<file path="src/rtl/branch_perf_counters.sv">
// -----------------------------------------------------------------------------
// branch_perf_counters
//
// Branch-predictor statistics counters with a request/acknowledge read port.
// The block counts cycles, retired instructions, decoded branches,
// mispredictions, repeat-misses, mispredictions split by confidence, and
// stalls. Every counter saturates at all-ones and then sets a sticky overflow
// flag. The flags are read back together as the STATUS word.
//
// Counter map (rd_addr):
//   0 CYCLES       1 INSTRET     2 BRANCHES    3 MISPRED     4 MISS_REPEAT
//   5 MISS_CONF0   6 MISS_CONF1  7 MISS_CONF2  8 STALLS
//   9 STATUS (overflow flag k in bit k)        10-15 read as zero
//
// Ports:
//   clk           rising-edge clock
//   rst_BF_n      synchronous active-low reset
//   id_valid      decode-stage instruction valid
//   id_inst       decode-stage instruction word (opcode in [6:0])
//   retire_valid  one instruction retired this cycle
//   flush         misprediction flush, one-cycle pulse per miss
//   flush_inst    instruction word of the mispredicted branch
//   conf          predictor confidence of the mispredicted branch
//   stall         pipeline stall this cycle
//   freeze        suppress all increments while high
//   clr           clear all counters and overflow flags
//   rd_req        read request (level)
//   rd_addr       counter select, latched when the request is accepted
//   rd_ack        one-cycle read-data-valid pulse
//   rd_data       read data, held until the next acknowledge
// -----------------------------------------------------------------------------
module branch_perf_counters #(
  parameter int unsigned CNT_W     = 32,
  parameter int unsigned MISS_DIST = 4
) (
  input  logic             clk,
  input  logic             rst_BF_n,
  input  logic             id_valid,
  input  logic [31:0]      id_inst,
  input  logic             retire_valid,
  input  logic             flush,
  input  logic [31:0]      flush_inst,
  input  logic [1:0]       conf,
  input  logic             stall,
  input  logic             freeze,
  input  logic             clr,
  input  logic             rd_req,
  input  logic [3:0]       rd_addr,
  output logic             rd_ack,
  output logic [CNT_W-1:0] rd_data
);

  localparam int NUM_CNT = 9;

  localparam logic [CNT_W-1:0] CNT_MAX = '1;
  localparam logic [CNT_W-1:0] CNT_ONE = CNT_W'(1);

  // Control-transfer opcodes: conditional branch, JAL, JALR.
  localparam logic [6:0] OP_BRANCH = 7'b1100011;
  localparam logic [6:0] OP_JAL    = 7'b1101111;
  localparam logic [6:0] OP_JALR   = 7'b1100111;

  localparam logic [3:0] ADDR_STATUS = 4'd9;
  localparam logic [3:0] ADDR_LAST  = 4'd8;

  typedef enum logic [1:0] {
    ST_IDLE,
    ST_CAPTURE,
    ST_ACK,
    ST_WAIT
  } rd_state_e;

  logic [CNT_W-1:0]         cnt_q [NUM_CNT];
  logic [NUM_CNT-1:0]       ovf_q;
  logic [NUM_CNT-1:0]       inc;

  logic [MISS_DIST-1:0]     flush_hist_q;
  logic [31:0]              inst_hist_q [MISS_DIST];
  logic                     repeat_miss;

  rd_state_e                state_q;
  rd_state_e                state_d;
  logic [3:0]               rd_addr_q;
  logic [CNT_W-1:0]         rd_data_q;
  logic [CNT_W-1:0]         sel_value;
  logic [CNT_W+NUM_CNT-1:0] status_wide;

  // Only the opcode field classifies an instruction as a branch.
  logic unused_inst_bits;
  assign unused_inst_bits = ^id_inst[31:7];

  // ---------------------------------------------------------------------------
  // Flush history: oldest entry sits at index MISS_DIST-1, so it holds the
  // flush seen exactly MISS_DIST cycles ago. It shifts every cycle, even while
  // frozen or clearing. Flushes in between do not affect the match.
  // ---------------------------------------------------------------------------
  always_ff @(posedge clk) begin
    // NOTE: sequential state uses non-blocking assignments so every register
    // samples the pre-edge values of its neighbours. The shift chain depends on
    // that.
    if (!rst_BF_n) begin
      flush_hist_q <= '0;
      // NOTE: this history array is a small register file, not RAM. It is
      // reset explicitly so a stale instruction word cannot fake a repeat
      // after reset.
      for (int i = 0; i < int'(MISS_DIST); i++) begin
        inst_hist_q[i] <= '0;
      end
    end else begin
      flush_hist_q[0] <= flush;
      inst_hist_q[0]  <= flush_inst;
      for (int i = 1; i < int'(MISS_DIST); i++) begin
        flush_hist_q[i] <= flush_hist_q[i-1];
        inst_hist_q[i]  <= inst_hist_q[i-1];
      end
    end
  end

  assign repeat_miss = flush && flush_hist_q[MISS_DIST-1]
                       && (flush_inst == inst_hist_q[MISS_DIST-1]);

  // ---------------------------------------------------------------------------
  // Per-counter increment requests
  // ---------------------------------------------------------------------------
  always_comb begin
    // NOTE: default every always_comb output first, so no path leaves it
    // unassigned and infers a latch.
    inc    = '0;
    inc[0] = 1'b1;
    inc[1] = retire_valid;
    inc[2] = id_valid && ((id_inst[6:0] == OP_BRANCH) ||
                          (id_inst[6:0] == OP_JAL)    ||
                          (id_inst[6:0] == OP_JALR));
    inc[3] = flush;
    inc[4] = repeat_miss;
    inc[5] = flush && (conf == 2'd0);
    inc[6] = flush && (conf == 2'd1);
    inc[7] = flush && (conf == 2'd2);
    inc[8] = stall;
  end

  // ---------------------------------------------------------------------------
  // Counters. Priority: reset > clr > freeze > increment. An increment at
  // all-ones leaves the counter unchanged and sets its overflow flag.
  // ---------------------------------------------------------------------------
  always_ff @(posedge clk) begin
    if (!rst_BF_n || clr) begin
      for (int k = 0; k < NUM_CNT; k++) begin
        cnt_q[k] <= '0;
      end
      ovf_q <= '0;
    end else if (!freeze) begin
      for (int k = 0; k < NUM_CNT; k++) begin
        if (inc[k]) begin
          if (cnt_q[k] == CNT_MAX) begin
            ovf_q[k] <= 1'b1;
          end else begin
            cnt_q[k] <= cnt_q[k] + CNT_ONE;
          end
        end
      end
    end
  end

  // ---------------------------------------------------------------------------
  // Read path
  // ---------------------------------------------------------------------------
  // When CNT_W is narrower than the flag vector, the upper flags are truncated.
  assign status_wide = {{CNT_W{1'b0}}, ovf_q};

  always_comb begin
    sel_value = '0;
    if (rd_addr_q <= ADDR_LAST) begin
      sel_value = cnt_q[rd_addr_q];
    end else if (rd_addr_q == ADDR_STATUS) begin
      sel_value = status_wide[CNT_W-1:0];
    end
  end

  always_ff @(posedge clk) begin
    if (!rst_BF_n) begin
      state_q <= ST_IDLE;
    end else begin
      state_q <= state_d;
    end
  end

  always_comb begin
    state_d = state_q;
    case (state_q)
      ST_IDLE:    if (rd_req) state_d = ST_CAPTURE;
      ST_CAPTURE: state_d = ST_ACK;
      ST_ACK:     state_d = ST_WAIT;
      ST_WAIT:    if (!rd_req) state_d = ST_IDLE;
      default:    state_d = ST_IDLE;
    endcase
  end

  // The capture samples cnt_q before this edge's update, so a clr in the
  // capture cycle still returns the pre-clear value.
  always_ff @(posedge clk) begin
    if (!rst_BF_n) begin
      rd_addr_q <= '0;
      rd_data_q <= '0;
    end else begin
      if (state_q == ST_IDLE && rd_req) begin
        rd_addr_q <= rd_addr;
      end
      if (state_q == ST_CAPTURE) begin
        rd_data_q <= sel_value;
      end
    end
  end

  assign rd_ack  = (state_q == ST_ACK);
  assign rd_data = rd_data_q;

endmodule
</file>
<file path="config.mk">
export PLATFORM = sky130hd
export DESIGN_NAME = branch_perf_counters
export DESIGN_NICKNAME = d
export VERILOG_FILES = /design/src/rtl/branch_perf_counters.sv
export SDC_FILE = /design/constraint.sdc
export NUM_CORES = 1
export LEC_CHECK = 0
export ABC_AREA = 0
export CAP_MARGIN = 20
export CORE_MARGIN = 2
export CORE_UTILIZATION = 60
export CTS_CLUSTER_SIZE = 30
export DETAILED_ROUTE_END_ITERATION = 7
export PLACE_DENSITY = 0.87
export SYNTH_ARGS = -nofsm -noshare
export SYNTH_HDL_FRONTEND = slang
export SYNTH_SLANG_ARGS = --single-unit
</file>
<file path="constraint.sdc">
create_clock -name clk -period 9.9 [get_ports clk]
set_input_delay 1.98 -clock clk [delete_from_list [all_inputs] [get_ports clk]]
set_output_delay 1.98 -clock clk [all_outputs]
set_load 0.02 [all_outputs]
</file>
* Word level (Yosys, flattened, before mapping) *
Memories as Yosys holds them, arrays and structs flattened. A register that Yosys moved wholly into a read port is not among the register bits.
Index checks and enable logic that the tools add are counted.

storage, ports and cells
  ROM bits = 0
  memories = 2
  input bits = 79
  bits in latches = 0
  output and inout bits = 33
  RAM bits = 416
  word-level logic and storage cells = 151
  register bits after elaboration = 51

cells by class
  add/subtract/negate cells = 9
  multiplexer cells = 68
  shift operators = 0
  eq/ne operators = 21
  bitwise gates (word level) = 14
  reduce and logical (&&, ||, !) cells = 23
  magnitude comparators = 1
  multiply operators = 0
  div/mod/pow operators = 0

memory list
  memory       words  width  read ports  clocked after Yosys merged registers in  write ports  RTL line  RTL
  cnt_q        9      32     10          1                                        9            73        logic [CNT_W-1:0] cnt_q [NUM_CNT];
  inst_hist_q  4      32     4           0                                        4            78        logic [31:0] inst_hist_q [MISS_DIST];

operators with widths
  cell                                                  number
  two-way mux 32 bit                                    14
  adder 32 x 1 -> 32 bit (second input constant)        9
  equality test 32 bit (second input constant)          9
  two-way mux 1 bit                                     48
  equality test 32 bit                                  1
  AND reduction 3 bit                                   8
  equality test 7 bit (second input constant)           3
  OR 1 bit                                              13
  two-way mux 9 bit                                     1
  two-way mux 4 bit                                     2
  case mux 2 bit (4 select lines)                       1
  logical AND 1 bit                                     7
  equality test 2 bit (second input constant)           3
  equality test 2 x 1 -> 1 bit (second input constant)  2
  equality test 4 bit (second input constant)           1
  <= comparator 4 bit (second input constant)           1
  zero test 2 bit                                       2
  two-way mux 2 bit                                     2
  != test 2 bit (second input constant)                 2
  AND reduction 2 bit                                   2
  logical OR 1 bit                                      3
  zero test 1 bit                                       1
  inverter 1 bit                                        1

* Logic depth before layout (Yosys ltp) *
  depth in word-level cells = 9
  gate-level depth with buffers = 10
  depth with buffers taken out = 7

* Worst setup path after synthesis *
OpenSTA, ideal clock, no wires.

  path type = input to register
  start point = input freeze
  end point = memory cnt_q[6][0] (enable)
  cell stages on the path = 2
  path slack = 4756 ps
  data required time = 9430 ps
  arrival = 4675 ps
  cells stage by stage = nand2b_1 -> o31ai_1

RTL lines
  item                RTL line  RTL
  start: declaration  45        input logic freeze,
  end: declaration    73

==> metrics.txt <==
drt wl/cell=22.01 µm; global route overflow=0; synth unique cells=48; Final GP Congestion=between 0.9 and 1; Post-Route WL=around 62000 µm; Design Area, Final=27050 µm²; yosys warns=0; Leakage Power=between 9 and 10 nW; Layout Utilization=0.6807; Critical Path RT=~10 ns; share of the synthesized area in the top cell type=0.3574; Rel. slew slack=0.1974; number of flops mapped to enable cells by yosys=approximately 290; Crit path arrival time=approximately 5.7 ns; maximum clock frequency=roughly 180 MHz; vias in the first global route=about 18000; Hold Slack=~0.43 ns; Crit Path Max Fanout=a little over 100; Post-Syn Area=between 20000 and 25000 µm²; TritonRoute pass-1 iters=6; DR vias/cell=6.613; FP Rows=73; Final period util=0.5510; final hold violation count=0; sequential area share after synthesis=0.5088; CTS tree=done; all-layer global routing usage=0.2900; clock sink total=about 470; FF-to-FF setup slack=approximately 5 ns; clk_skew=roughly 0.041 ns; nets=between 2000 and 2500; chip height=~200 µm; cts repair resizes=0; CTS Root Cell=clkbuf_16; Max H-tree Level=2; setup TNS=0 ns; Synth Flop Type=edfxtp_1; DP HPWL=a little under 40000 µm; clk_lat worst skew=around 0.61 ns; max-cap viol count=0; vias=about 19000; Startpoint Class=input port; antenna violations before repair=1; Peak VDD IR=around 0.14 mV; actual slew at the worst max-slew pin=~1.2 ns; Starting Density=0.6090; ant diodes=0; Synth Area per Inst=~11 µm²; Tightest Hold Check Type=flop to flop; Final Max Tran Viols=0; syn_nets=2329; Port Buffers=86; layout cells sized above 1=0.08341; WS Path Type=input port to flop; Setup Buffers After CTS=0; endpoints failing setup=0; ranking of synthesized cells by area=edfxtp_1, dfxtp_1, a31oi_1; largest net degree at the start of global routing=roughly 220; Core ar.=approximately 40000 µm²; post-route ant nets=0; number of cells produced by synthesis=2236; Starting DRT DRC Count=between 2000 and 3000; die width=between 200 and 250 µm; DRC viols=0; dpl cell area=approximately 25000 µm²; Tmin final=5.455 ns; Seq cells post-synth=~470; first-pass GRT wire length=95810 µm; Synth area leader=edfxtp_1; status=finished clean; kind of end point of the critical path=flop; clock buffer depth=3; Layout area overhead=11.78%; I/O pin cnt=around 110; Post-CTS Hold Buffers=0; clock transition time at the flip-flop clock pins of the worst setup and hold paths=around 0.060 ns; Pwr Density=187.5 nW/µm²; Inserted Clock Buffers=48; die area=~42000 µm²; RSZ-0062 raised after global routing=false; Synth async-reset ratio=0
final cells by class:
type	count	area [µm²]
fill	2655	12690
clock buffer	63	1418
inverter	59	221.5
tap	525	656.9
timing repair buffer	120	1161
multi-input combinational	1552	11090
sequential	471	12320
clock inverter	25	182.7
through the flow:
step	std cells	setup slack, ns	power [W]
CTS	2811	3.845	0.005066
finish	2815	4.445	0.005072
floorplan	2236	4.756	0.002961
detailed placement	2723	3.400	0.003253
global route	2815	4.327	0.005233
global placement	2723	3.545	0.003219
worst paths after layout:
check	from	end	cells past startpoint
setup / recovery	freeze	cnt_q[1][7]	11
hold / removal	inst_hist_q[2][2]	inst_hist_q[3][2]	1
setup reg to reg	cnt_q[6][0]	cnt_q[1][7]	9
hold reg to reg	inst_hist_q[2][2]	inst_hist_q[3][2]	1
layer usage:
layer	up-vias	part of all wire	global-route usage
li1	8342	-	-
met1	8907	0.38	0.3830
met2	1189	0.47	0.4677
met3	175	0.11	0.06077
met4	2	0.042	0.1188
met5	-	0.00013	0
critical path: stages:
cell             delay, ns
clkdlybuf4s50_1       0.60
nand2b_1              0.39
nor2_1                0.19
nand4_1               0.14
nor4_1                0.06
buf_2                 0.17
a21oi_4               0.13
buf_4                 0.84
buf_4                 0.64
buf_16                0.32
a31oi_1               0.15
Yosys cell counts, types with 2 or more instances:
| library cell | instances |
|---|---|
| a21boi_0 | 4 |
| a21oi_1 | 37 |
| a22oi_1 | 9 |
| a31oi_1 | 290 |
| and2_1 | 166 |
| and3_1 | 54 |
| and4_1 | 30 |
| buf_1 | 24 |
| buf_2 | 32 |
| clkbuf_1 | 97 |
| dfxtp_1 | 183 |
| edfxtp_1 | 288 |
| ha_1 | 14 |
| inv_1 | 59 |
| mux2i_1 | 33 |
| mux4_2 | 64 |
| nand2_1 | 134 |
| nand2b_1 | 8 |
| nand3_1 | 113 |
| nand4_1 | 54 |
| nand4b_1 | 2 |
| nor2_1 | 99 |
| nor2b_1 | 7 |
| nor3_1 | 30 |
| nor3b_1 | 2 |
| nor4_1 | 24 |
| nor4b_1 | 3 |
| o21a_1 | 3 |
| o21ai_0 | 24 |
| o22ai_1 | 23 |
| o31ai_1 | 3 |
| or3_1 | 4 |
| or3b_2 | 2 |
| or4_1 | 4 |
| xnor2_1 | 120 |
| xor2_1 | 181 |
layout by cell type, fill, tap and decap left out, types with 3 or more instances in the layout:
| master | count |
|---|---|
| nand4_1 | 54 |
| and2_1 | 166 |
| or4_1 | 4 |
| and3_1 | 54 |
| o21ai_2 | 3 |
| clkbuf_1 | 6 |
| clkinv_1 | 5 |
| a21boi_0 | 4 |
| a31oi_1 | 290 |
| nand2_1 | 134 |
| nor4b_1 | 3 |
| clkdlybuf4s50_1 | 85 |
| o21a_1 | 3 |
| nand3_1 | 113 |
| nor2_1 | 99 |
| ha_1 | 14 |
| edfxtp_1 | 288 |
| nor4_1 | 24 |
| o22ai_1 | 23 |
| or3_1 | 4 |
| o21ai_0 | 21 |
| xnor2_1 | 120 |
| clkinv_2 | 12 |
| nand2b_1 | 8 |
| a21oi_1 | 36 |
| dfxtp_2 | 3 |
| and4_1 | 30 |
| inv_1 | 59 |
| dfxtp_1 | 179 |
| nor3_1 | 30 |
| xor2_1 | 181 |
| a22oi_1 | 9 |
| mux4_2 | 64 |
| clkbuf_16 | 55 |
| nor2b_1 | 7 |
| buf_4 | 30 |
| mux2i_1 | 33 |
report_power, final:
part	leakage [nW]	internal (W)	switching [W]	total, W
clock	0.796	0.00102	0.000802	0.00182
combinational	3.66	0.000349	0.000439	0.000789
sequential	4.73	0.00226	0.000204	0.00246
total	9.19	0.00363	0.00144	0.00507
kinds of logic (layout without fill, tap and decap cells):
group                      count (synthesis)  count (layout)  synth area share
and+or+nand+nor                          741             741            0.1654
DFF                                      471             471            0.5088
AOI/OAI and AO/OA                        399             399            0.1016
xor gates and xnor gates                 301             301            0.1090
buffers and inverters                    213             267           0.03475
muxes                                     97              97           0.07322
adders and majority gates                 14              14          0.007240
sequential cells by signal (all words and copies together), names as in the netlist, named ones only:
| signal | count |
|---|---|
| cnt_q | 288 |
| rd_data | 32 |
| state_q | 2 |
| inst_hist_q | 128 |
| flush_hist_q | 4 |
| rd_addr_q | 4 |
| ovf_q | 9 |
(Power assumes the default switching activity.)
